<file path="src/rtl/seq_mul_param_if.sv">
// seq_mul_param_if
//   Handshake/data bundle for the iterative multiplier.
//   master : requester side (drives start, abort, signed_mode, a, b)
//   slave  : multiplier side (drives product, busy, done)
//   start        request, accepted only when busy=0
//   abort        cancel the in-flight operation
//   signed_mode  1: a, b, product are two's complement
//   a, b         multiplicand / multiplier, WIDTH bits
//   product      2*WIDTH-bit result, valid while done=1, held until next accept
//   busy         operation in progress
//   done         one-cycle result-valid pulse
interface seq_mul_param_if #(
   parameter int WIDTH = 8
);
   logic                 start;
   logic                 abort;
   logic                 signed_mode;
   logic [WIDTH-1:0]     a;
   logic [WIDTH-1:0]     b;
   logic [2*WIDTH-1:0]   product;
   logic                 busy;
   logic                 done;

   modport master (
      output start, abort, signed_mode, a, b,
      input  product, busy, done
   );

   modport slave (
      input  start, abort, signed_mode, a, b,
      output product, busy, done
   );
endinterface

</file>
<file path="src/rtl/seq_mul_param.sv">
// seq_mul_param
//   Iterative shift-add multiplier retiring one multiplier bit per clock.
//   Unsigned or two's-complement operation chosen per request (signed_mode,
//   honoured only when SIGNED_EN=1). Fixed latency: done pulses WIDTH+1 edges
//   after the accept edge.
//   clk  rising-edge clock
//   rst  asynchronous, active-high reset
//   bus  seq_mul_param_if.slave: start/abort/signed_mode/a/b in,
//        product/busy/done out
module seq_mul_param #(
   parameter int WIDTH     = 8,
   parameter bit SIGNED_EN = 1'b1
) (
   input  logic           clk,
   input  logic           rst,
   seq_mul_param_if.slave bus
);

   localparam int PW = 2 * WIDTH;
   localparam int CW = $clog2(WIDTH + 1);

   typedef enum logic [1:0] {
      IDLE,
      RUN,
      FINISH
   } state_t;

   state_t state;
   state_t state_nx;

   logic [PW-1:0]    acc;
   logic [PW-1:0]    mcand;
   logic [WIDTH-1:0] mplr;
   logic [CW-1:0]    cnt;
   logic             neg;
   logic [PW-1:0]    product_r;
   logic             busy_r;
   logic             done_r;

   logic             accept;
   logic             step;
   logic             finish;
   logic             cancel;
   logic             sgn;
   logic [WIDTH-1:0] mag_a;
   logic [WIDTH-1:0] mag_b;

   // Magnitudes fit WIDTH unsigned bits even for -2^(WIDTH-1), so the
   // unsigned iteration stays exact for every signed operand pair.
   always_comb begin
      sgn   = bus.signed_mode & SIGNED_EN;
      mag_a = (sgn && bus.a[WIDTH-1]) ? -bus.a : bus.a;
      mag_b = (sgn && bus.b[WIDTH-1]) ? -bus.b : bus.b;
   end

   always_ff @(posedge clk or posedge rst) begin
      if (rst) begin
         state <= IDLE;
      end else begin
         state <= state_nx;
      end
   end

   // Abort takes priority over both a new request in IDLE and the result
   // write in FINISH.
   always_comb begin
      state_nx = state;
      accept   = 1'b0;
      step     = 1'b0;
      finish   = 1'b0;
      cancel   = 1'b0;
      case (state)
         IDLE: begin
            if (bus.start && !bus.abort) begin
               accept   = 1'b1;
               state_nx = RUN;
            end
         end
         RUN: begin
            if (bus.abort) begin
               cancel   = 1'b1;
               state_nx = IDLE;
            end else begin
               step = 1'b1;
               if (cnt == CW'(1)) begin
                  state_nx = FINISH;
               end
            end
         end
         FINISH: begin
            state_nx = IDLE;
            if (bus.abort) begin
               cancel = 1'b1;
            end else begin
               finish = 1'b1;
            end
         end
         default: begin
            state_nx = IDLE;
         end
      endcase
   end

   always_ff @(posedge clk or posedge rst) begin
      if (rst) begin
         acc       <= '0;
         mcand     <= '0;
         mplr      <= '0;
         cnt       <= '0;
         neg       <= 1'b0;
         product_r <= '0;
         busy_r    <= 1'b0;
         done_r    <= 1'b0;
      end else begin
         done_r <= 1'b0;
         if (accept) begin
            acc       <= '0;
            mcand     <= PW'(mag_a);
            mplr      <= mag_b;
            cnt       <= CW'(WIDTH);
            neg       <= sgn & (bus.a[WIDTH-1] ^ bus.b[WIDTH-1]);
            product_r <= '0;
            busy_r    <= 1'b1;
         end
         if (step) begin
            if (mplr[0]) begin
               acc <= acc + mcand;
            end
            mcand <= mcand << 1;
            mplr  <= mplr >> 1;
            cnt   <= cnt - CW'(1);
         end
         if (finish) begin
            product_r <= neg ? -acc : acc;
            busy_r    <= 1'b0;
            done_r    <= 1'b1;
         end
         if (cancel) begin
            product_r <= '0;
            busy_r    <= 1'b0;
         end
      end
   end

   assign bus.product = product_r;
   assign bus.busy    = busy_r;
   assign bus.done    = done_r;

endmodule

</file>
<file path="src/flat_wrapper.sv">
// flat-port wrapper written by rule: the top's interface ports become plain ports
module seq_mul_param_flat 
#(
   parameter int WIDTH     = 8,
   parameter bit SIGNED_EN = 1'b1
)
  (clk, rst, bus_start, bus_abort, bus_signed_mode, bus_a, bus_b, bus_product, bus_busy, bus_done);
  seq_mul_param_if #(.WIDTH(WIDTH)) bus_i ();
  input  logic clk;
  input  logic rst;
  input wire logic [$bits(bus_i.start)-1:0] bus_start;
  input wire logic [$bits(bus_i.abort)-1:0] bus_abort;
  input wire logic [$bits(bus_i.signed_mode)-1:0] bus_signed_mode;
  input wire logic [$bits(bus_i.a)-1:0] bus_a;
  input wire logic [$bits(bus_i.b)-1:0] bus_b;
  output wire logic [$bits(bus_i.product)-1:0] bus_product;
  output wire logic [$bits(bus_i.busy)-1:0] bus_busy;
  output wire logic [$bits(bus_i.done)-1:0] bus_done;
  assign bus_i.start = bus_start;
  assign bus_i.abort = bus_abort;
  assign bus_i.signed_mode = bus_signed_mode;
  assign bus_i.a = bus_a;
  assign bus_i.b = bus_b;
  assign bus_product = bus_i.product;
  assign bus_busy = bus_i.busy;
  assign bus_done = bus_i.done;
  seq_mul_param #(.WIDTH(WIDTH), .SIGNED_EN(SIGNED_EN)) u_core (.clk(clk), .rst(rst), .bus(bus_i));
endmodule
</file>
<file path="config.mk">
export PLATFORM = sky130hd
export DESIGN_NAME = seq_mul_param_flat
export DESIGN_NICKNAME = d
export VERILOG_FILES = /design/src/rtl/seq_mul_param_if.sv /design/src/rtl/seq_mul_param.sv /design/src/flat_wrapper.sv
export SDC_FILE = /design/constraint.sdc
export NUM_CORES = 1
export LEC_CHECK = 0
export BUFFER_PORTS_ARGS = -buffer_cell sky130_fd_sc_hd__buf_4
export CAP_MARGIN = 20
export CORE_ASPECT_RATIO = 0.6
export CORE_MARGIN = 2
export CORE_UTILIZATION = 55
export CTS_BUF_LIST = sky130_fd_sc_hd__clkbuf_8
export DETAILED_ROUTE_END_ITERATION = 8
export GPL_TIMING_DRIVEN = 0
export PLACE_DENSITY = 0.75
export SKIP_CTS_REPAIR_TIMING = 1
export SLEW_MARGIN = 10
export SYNTH_ARGS = -nofsm -noshare
export SYNTH_HDL_FRONTEND = slang
export SYNTH_SLANG_ARGS = --single-unit
</file>
<file path="constraint.sdc">
create_clock -name clk -period 5 [get_ports clk]
set_clock_uncertainty 0.05 [all_clocks]
set_input_delay 1 -clock clk [delete_from_list [all_inputs] [get_ports clk]]
set_output_delay 1 -clock clk [all_outputs]
set_load 0.02 [all_outputs]
</file>
==> results.json, run 1 <==
{
  "status": "finished clean",
  "dieHeight_um": 69.78,
  "synth_area_leaders": "dfrtp_1, ha_1, o21ai_0, nand2_1, xor2_1",
  "synth-main-ff-cell": "dfrtp_1",
  "coreArea_um2": 6820,
  "cts_sinks": 65,
  "wl_um": 9988,
  "grt_pass1_wl_um": 17260,
  "setup-violations-final": 0,
  "mostFrequentLayoutCell": "nand2_1",
  "ios": 39,
  "avgSynthCellArea_um2": 8.913,
  "die_x_um": 113.6,
  "place_congestion": 0.9435,
  "maxSlewViolCount": 0,
  "vdd_drop_max_uv": 290.9,
  "relSlewSlack_pct": 46.18,
  "synth_edf_count": 0,
  "power.density_nw_per_um2": 513.7,
  "crit_path_end_kind": "flip-flop",
  "crit_fanout": 7,
  "grt_pass1_vias": 3397,
  "setup_tns_ps": 0,
  "drtIter0Drc": 316,
  "maxClockFrequency_mhz": 346.7,
  "stdcell_area_um2": 4518,
  "slowest_delay_ps": 700,
  "cts_tree": "built",
  "yosys_warnings": 0,
  "grt_max_degree": 66,
  "clk_pin_slew_ps": 70,
  "drive_gt1_share_pct": 13.91,
  "postLayoutSetupSlackWorst_ps": 2115,
  "clock_latency_ps": 350,
  "synthCells": 445,
  "crit_chain": "ha_1 > a21oi_1 > o2111ai_1 > nor4b_1 > o21ai_0 > a31oi_1 > o21bai_1",
  "synth.net_count": 490,
  "gr-total-overflow": 0,
  "min_period_ps": 2885,
  "grt.total_usage_pct": 27.85,
  "antenna_found_initial": 0,
  "drt-vias-per-instance": 5.945,
  "vias": 3466,
  "area_growth_pct": 13.91,
  "cts_buffers": 9,
  "hold_violations": 0,
  "ys_seq_area_share_pct": 41.01,
  "first_pass_iters": 5,
  "layout_common_cells": "nand2_1, dfrtp_1, o21ai_0",
  "synth_top_cell_by_area": "dfrtp_1",
  "die-area_um2": 7929,
  "cts_root_buffer": "clkbuf_8",
  "critPathRequiredTime_ps": 5180,
  "hpwl_um": 7729,
  "worstHoldPathType": "reg -> reg",
  "nets": 538,
  "synthArstFlopShare_pct": 100.0,
  "route.detailed.drc": 0,
  "synth_cell_types": 62,
  "worst_pin_slew_ps": 807.3,
  "leakagePower_uw": 0.002129,
  "synth_top_area_share_pct": 41.01,
  "rows": 23,
  "post_drt_wl_per_cell_um": 17.13,
  "synth_area_um2": 3966,
  "period_share_pct": 57.69,
  "ant_nets": 0,
  "rsz0062_at_grt": "no",
  "maxCapViolCount": 0,
  "slowest_stage": "nor4b_1",
  "synth-seq-cells": 65,
  "htree_levels": 3,
  "initial_core_util_pct": 58.15,
  "path_class": "reg -> reg",
  "dp_slack_ps": 2236,
  "placedInstanceArea_um2": 4355,
  "numPortBuffers": 37,
  "cp.arrival_ps": 3060,
  "diodes": 0,
  "start_kind": "flip-flop",
  "cts_buffer_depth": 2
}
[layout make-up]
class	count	area, um^2
well taps	87	108.9
clock buffers	11	151.4
repair buffers	37	277.8
clock inverters	3	11.26
multi-input cells	342	2191
fillers	555	2302
inverters	21	81.33
flip-flops and latches	65	1627
plain buffers	17	70.07
[logic make-up after synthesis]
| logic type | Yosys count | share of synthesized area [%] |
|---|---|---|
| buffers and inverters | 38 | 3.754 |
| DFF | 65 | 41.01 |
| and+or+nand+nor | 145 | 17.54 |
| muxes | 2 | 0.5363 |
| xor gates and xnor gates | 35 | 7.729 |
| adders and majority gates | 24 | 7.760 |
| AOI/OAI and AO/OA | 136 | 21.67 |
[through the flow]
step           total power (uW)  cells  hold slack [ps]  utilization, %
6_report                   2321    583            429.8           66.24
5_1_grt                    2518    583            467.0           66.24
4_1_cts                    2313    583            432.3           66.24
3_5_place_dp               1927    569            421.9           63.86
3_3_place_gp               1876    569            416.4           63.82
2_1_floorplan              1602    445            395.3               -
[cell usage after synthesis, types with 4 or more instances]
cell type and count:
a21o_1 6, o21ai_0 55, a22oi_1 7, buf_1 4, nand2_1 66, dfrtp_1 65, nor2_1 21, a21oi_1 24
xor2_1 18, o21ai_1 4, inv_1 21, nor3_1 6, ha_1 23, xnor2_1 17, clkbuf_1 8, nand3_1 18
o31ai_1 7, buf_2 4, or3_1 7, nand2b_1 4
[where the power goes]
part | total (uW) | internal (uW) | switching, uW
combinational | 1100 | 433 | 665
clock | 385 | 196 | 189
sequential | 839 | 679 | 159
total | 2320 | 1310 | 1010
[path summary, 6_finish.rpt]
kind,startpoint,end,slack (ps),cells after the start
max in group asynchronous,rst,u_core.mplr[2]$_DFFE_PP0P_,3610,2
hold / removal,u_core.cnt[3]$_DFFE_PP0P_,u_core.cnt[3]$_DFFE_PP0P_,430,1
hold reg to reg,u_core.cnt[3]$_DFFE_PP0P_,u_core.cnt[3]$_DFFE_PP0P_,430,1
setup reg to reg,u_core.acc[8]$_DFF_PP0_,u_core.acc[15]$_DFF_PP0_,2120,7
min in group asynchronous,rst,u_core.bus.product[15]$_DFFE_PP0P_,760,2
setup / recovery,u_core.acc[8]$_DFF_PP0_,u_core.acc[15]$_DFF_PP0_,2120,7
[flip-flops by register name, indices dropped and copies added, names as in the netlist]
register and cells:
u_core.mplr 8, u_core.cnt 4, u_core.state 2, u_core.bus.busy 1, u_core.neg 1, u_core.bus.done 1
u_core.mcand 16, u_core.bus.product 16, u_core.acc 16
[routing by layer]
| layer | vias to the layer above | GRT usage, % | wire, um |
|---|---|---|---|
| met3 | 7 | 7.605 | 783 |
| met1 | 1651 | 42.26 | 5063 |
| met5 | - | 0 | 0 |
| met2 | 131 | 39.79 | 4079 |
| met4 | 0 | 5.827 | 61 |
| li1 | 1677 | - | - |
[worst max-delay path, delay by kind of cell, from the launching register on]
| kind | cells | cell delay, ps |
|---|---|---|
| adders and majority gates | 1 | 410 |
| and+or+nand+nor | 1 | 700 |
| AOI/OAI and AO/OA | 5 | 1150 |
| DFF | 1 | 450 |
Note: power is estimated with default switching activity, not from simulation.
==> run 2: changes to the inputs <==
Clock period 5 ns to 2.8 ns, I/O delays scaled along.
==> run 2 against run 1 <==
- non-clock buffer count stayed put
- final cell count stayed put
- routed wire length hardly changed
- utilization is 0.092 points higher
- hold slack worse by 110 ps
- maximum frequency is 10% higher
- clock-buffer cell count stayed put
- sequential power is 79% higher
- combinational power is 78% higher
- critical path type unchanged
- largest cell class unchanged
- highest routed layer unchanged
==> results.json, run 2 (synthesis gave the netlist of run 1 again) <==
{
  "diodes": 0,
  "switching_share_pct": 43.65,
  "cts_sinks": 65,
  "numPortBuffers": 37,
  "start_kind": "flip-flop",
  "leakagePower_uw": 0.002132,
  "maxClockFrequency_mhz": 382.2,
  "grt_pass1_wl_um": 17260,
  "reg2reg_from": "u_core.acc[8]$_DFF_PP0_",
  "reg2reg_slack_ps": 180,
  "crit_fanout": 7,
  "maxCapViolCount": 0,
  "crit_cells": 7,
  "n_fill_cell": 556,
  "vdd_drop_max_uv": 526.2,
  "grt_pass1_vias": 3397,
  "rr_endpoint": "u_core.acc[15]$_DFF_PP0_",
  "pwr-share-seq_pct": 36.1,
  "intPower_uw": 2336,
  "setup-violations-final": 0,
  "status": "finished clean",
  "wl_um": 9987,
  "maxSlewViolCount": 0,
  "drive_gt1_share_pct": 14.11,
  "utilization_pct": 66.34,
  "first_pass_iters": 5,
  "dieHeight_um": 69.78,
  "clk_pin_slew_ps": 70,
  "min_period_ps": 2616,
  "combPwrFrac_pct": 47.3,
  "ios": 39,
  "slowest_delay_ps": 480,
  "rsz0062_at_grt": "no",
  "post_drt_wl_per_cell_um": 17.13,
  "grt.total_usage_pct": 27.85,
  "cts_tree": "built",
  "cts_buffer_depth": 2,
  "crit_family": "compound AO/OA/AOI/OAI gates",
  "area_growth_pct": 14.07,
  "crit_path_end_kind": "flip-flop",
  "power.density_nw_per_um2": 916.2,
  "seqCellArea_um2": 1627,
  "cts_buffers": 9,
  "drt-vias-per-instance": 5.928,
  "power_switching_uw": 1809,
  "critPathRequiredTime_ps": 2980,
  "crit_end": "u_core.acc[15]$_DFF_PP0_",
  "gr-total-overflow": 0,
  "slowest_stage": "nor4b_2",
  "worst_pin_slew_ps": 806.2,
  "antenna_found_initial": 0,
  "multi_input_area_um2": 2197,
  "vias": 3456,
  "path_class": "reg -> reg",
  "coreArea_um2": 6820,
  "route.detailed.drc": 0,
  "nets": 538,
  "crit_chain": "ha_1 > a21oi_1 > o2111ai_1 > nor4b_2 > o21ai_0 > a31oi_1 > o21bai_1",
  "path_buf_inv": 0,
  "hpwl_um": 7729,
  "clock_latency_ps": 350,
  "critPathLaunch": "u_core.acc[8]$_DFF_PP0_",
  "htree_levels": 3,
  "drtIter0Drc": 309,
  "cp.arrival_ps": 2790,
  "ant_nets": 0,
  "pwr-share-clk_pct": 16.6,
  "die-area_um2": 7929,
  "reg2regPathDepth": 7,
  "initial_core_util_pct": 58.15,
  "hold_violations": 0,
  "die_x_um": 113.6,
  "relSlewSlack_pct": 46.25,
  "place_congestion": 0.9435,
  "layout_common_cells": "nand2_1, dfrtp_1, o21ai_0",
  "grt_max_degree": 66,
  "worstHoldPathType": "in -> async",
  "fin_hold_ws_ps": 323.2,
  "period_share_pct": 93.43,
  "rows": 23,
  "mostFrequentLayoutCell": "nand2_1",
  "cts_root_buffer": "clkbuf_8"
}
[run 2: cell counts in the layout (fill, tap and decap cells not counted)]
Identical to the previous run, type by type.
[run 2: how the worst min path moves through the flow]
stage / startpoint / end / slack (ps)
finish: rst / u_core.bus.product[15]$_DFFE_PP0P_ / 320
CTS: rst / u_core.cnt[2]$_DFFE_PP0P_ / 350
global route: rst / u_core.bus.product[15]$_DFFE_PP0P_ / 390
detailed placement: u_core.cnt[3]$_DFFE_PP0P_ / u_core.cnt[3]$_DFFE_PP0P_ / 420
floorplan: u_core.cnt[3]$_DFFE_PP0P_ / u_core.cnt[3]$_DFFE_PP0P_ / 400
global placement: u_core.cnt[3]$_DFFE_PP0P_ / u_core.cnt[3]$_DFFE_PP0P_ / 420
[run 2: power by group through the flow]
stage | registers, uW | clock network [uW] | logic, uW
finish | 1500 | 686 | 1960
global route | 1540 | 749 | 2210
CTS | 1490 | 697 | 1940
detailed placement | 1510 | 0 | 1930
global placement | 1490 | 0 | 1860
floorplan | 1480 | 0 | 1380
[run 2: through the flow]
stage | power [uW] | TNS, ps | setup WS, ps | std cells | cell area [um^2]
global placement | 3350 | -16130 | -252.0 | 569 | 4353
global route | 4499 | 0 | 29.84 | 583 | 4524
finish | 4145 | 0 | 183.8 | 583 | 4524
CTS | 4130 | 0 | 38.44 | 583 | 4518
detailed placement | 3442 | 0 | 56.67 | 569 | 4355
floorplan | 2861 | 0 | 548.8 | 445 | 3966
[run 2: cell type report]
class	count	share of cell area [%]
plain buffers	17	1.549
clock buffers	11	3.346
clock inverters	3	0.2489
inverters	21	1.798
multi-input cells	342	48.56
flip-flops and latches	65	35.95
well taps	87	2.406
repair buffers	37	6.139
[run 2: routing by layer]
metal	track usage, %	share of wire (%)	up-vias
met1	42.26	50	1631
met5	0	0	-
met4	5.827	0.70	0
li1	-	-	1677
met2	39.79	41	136
met3	7.605	8.1	12
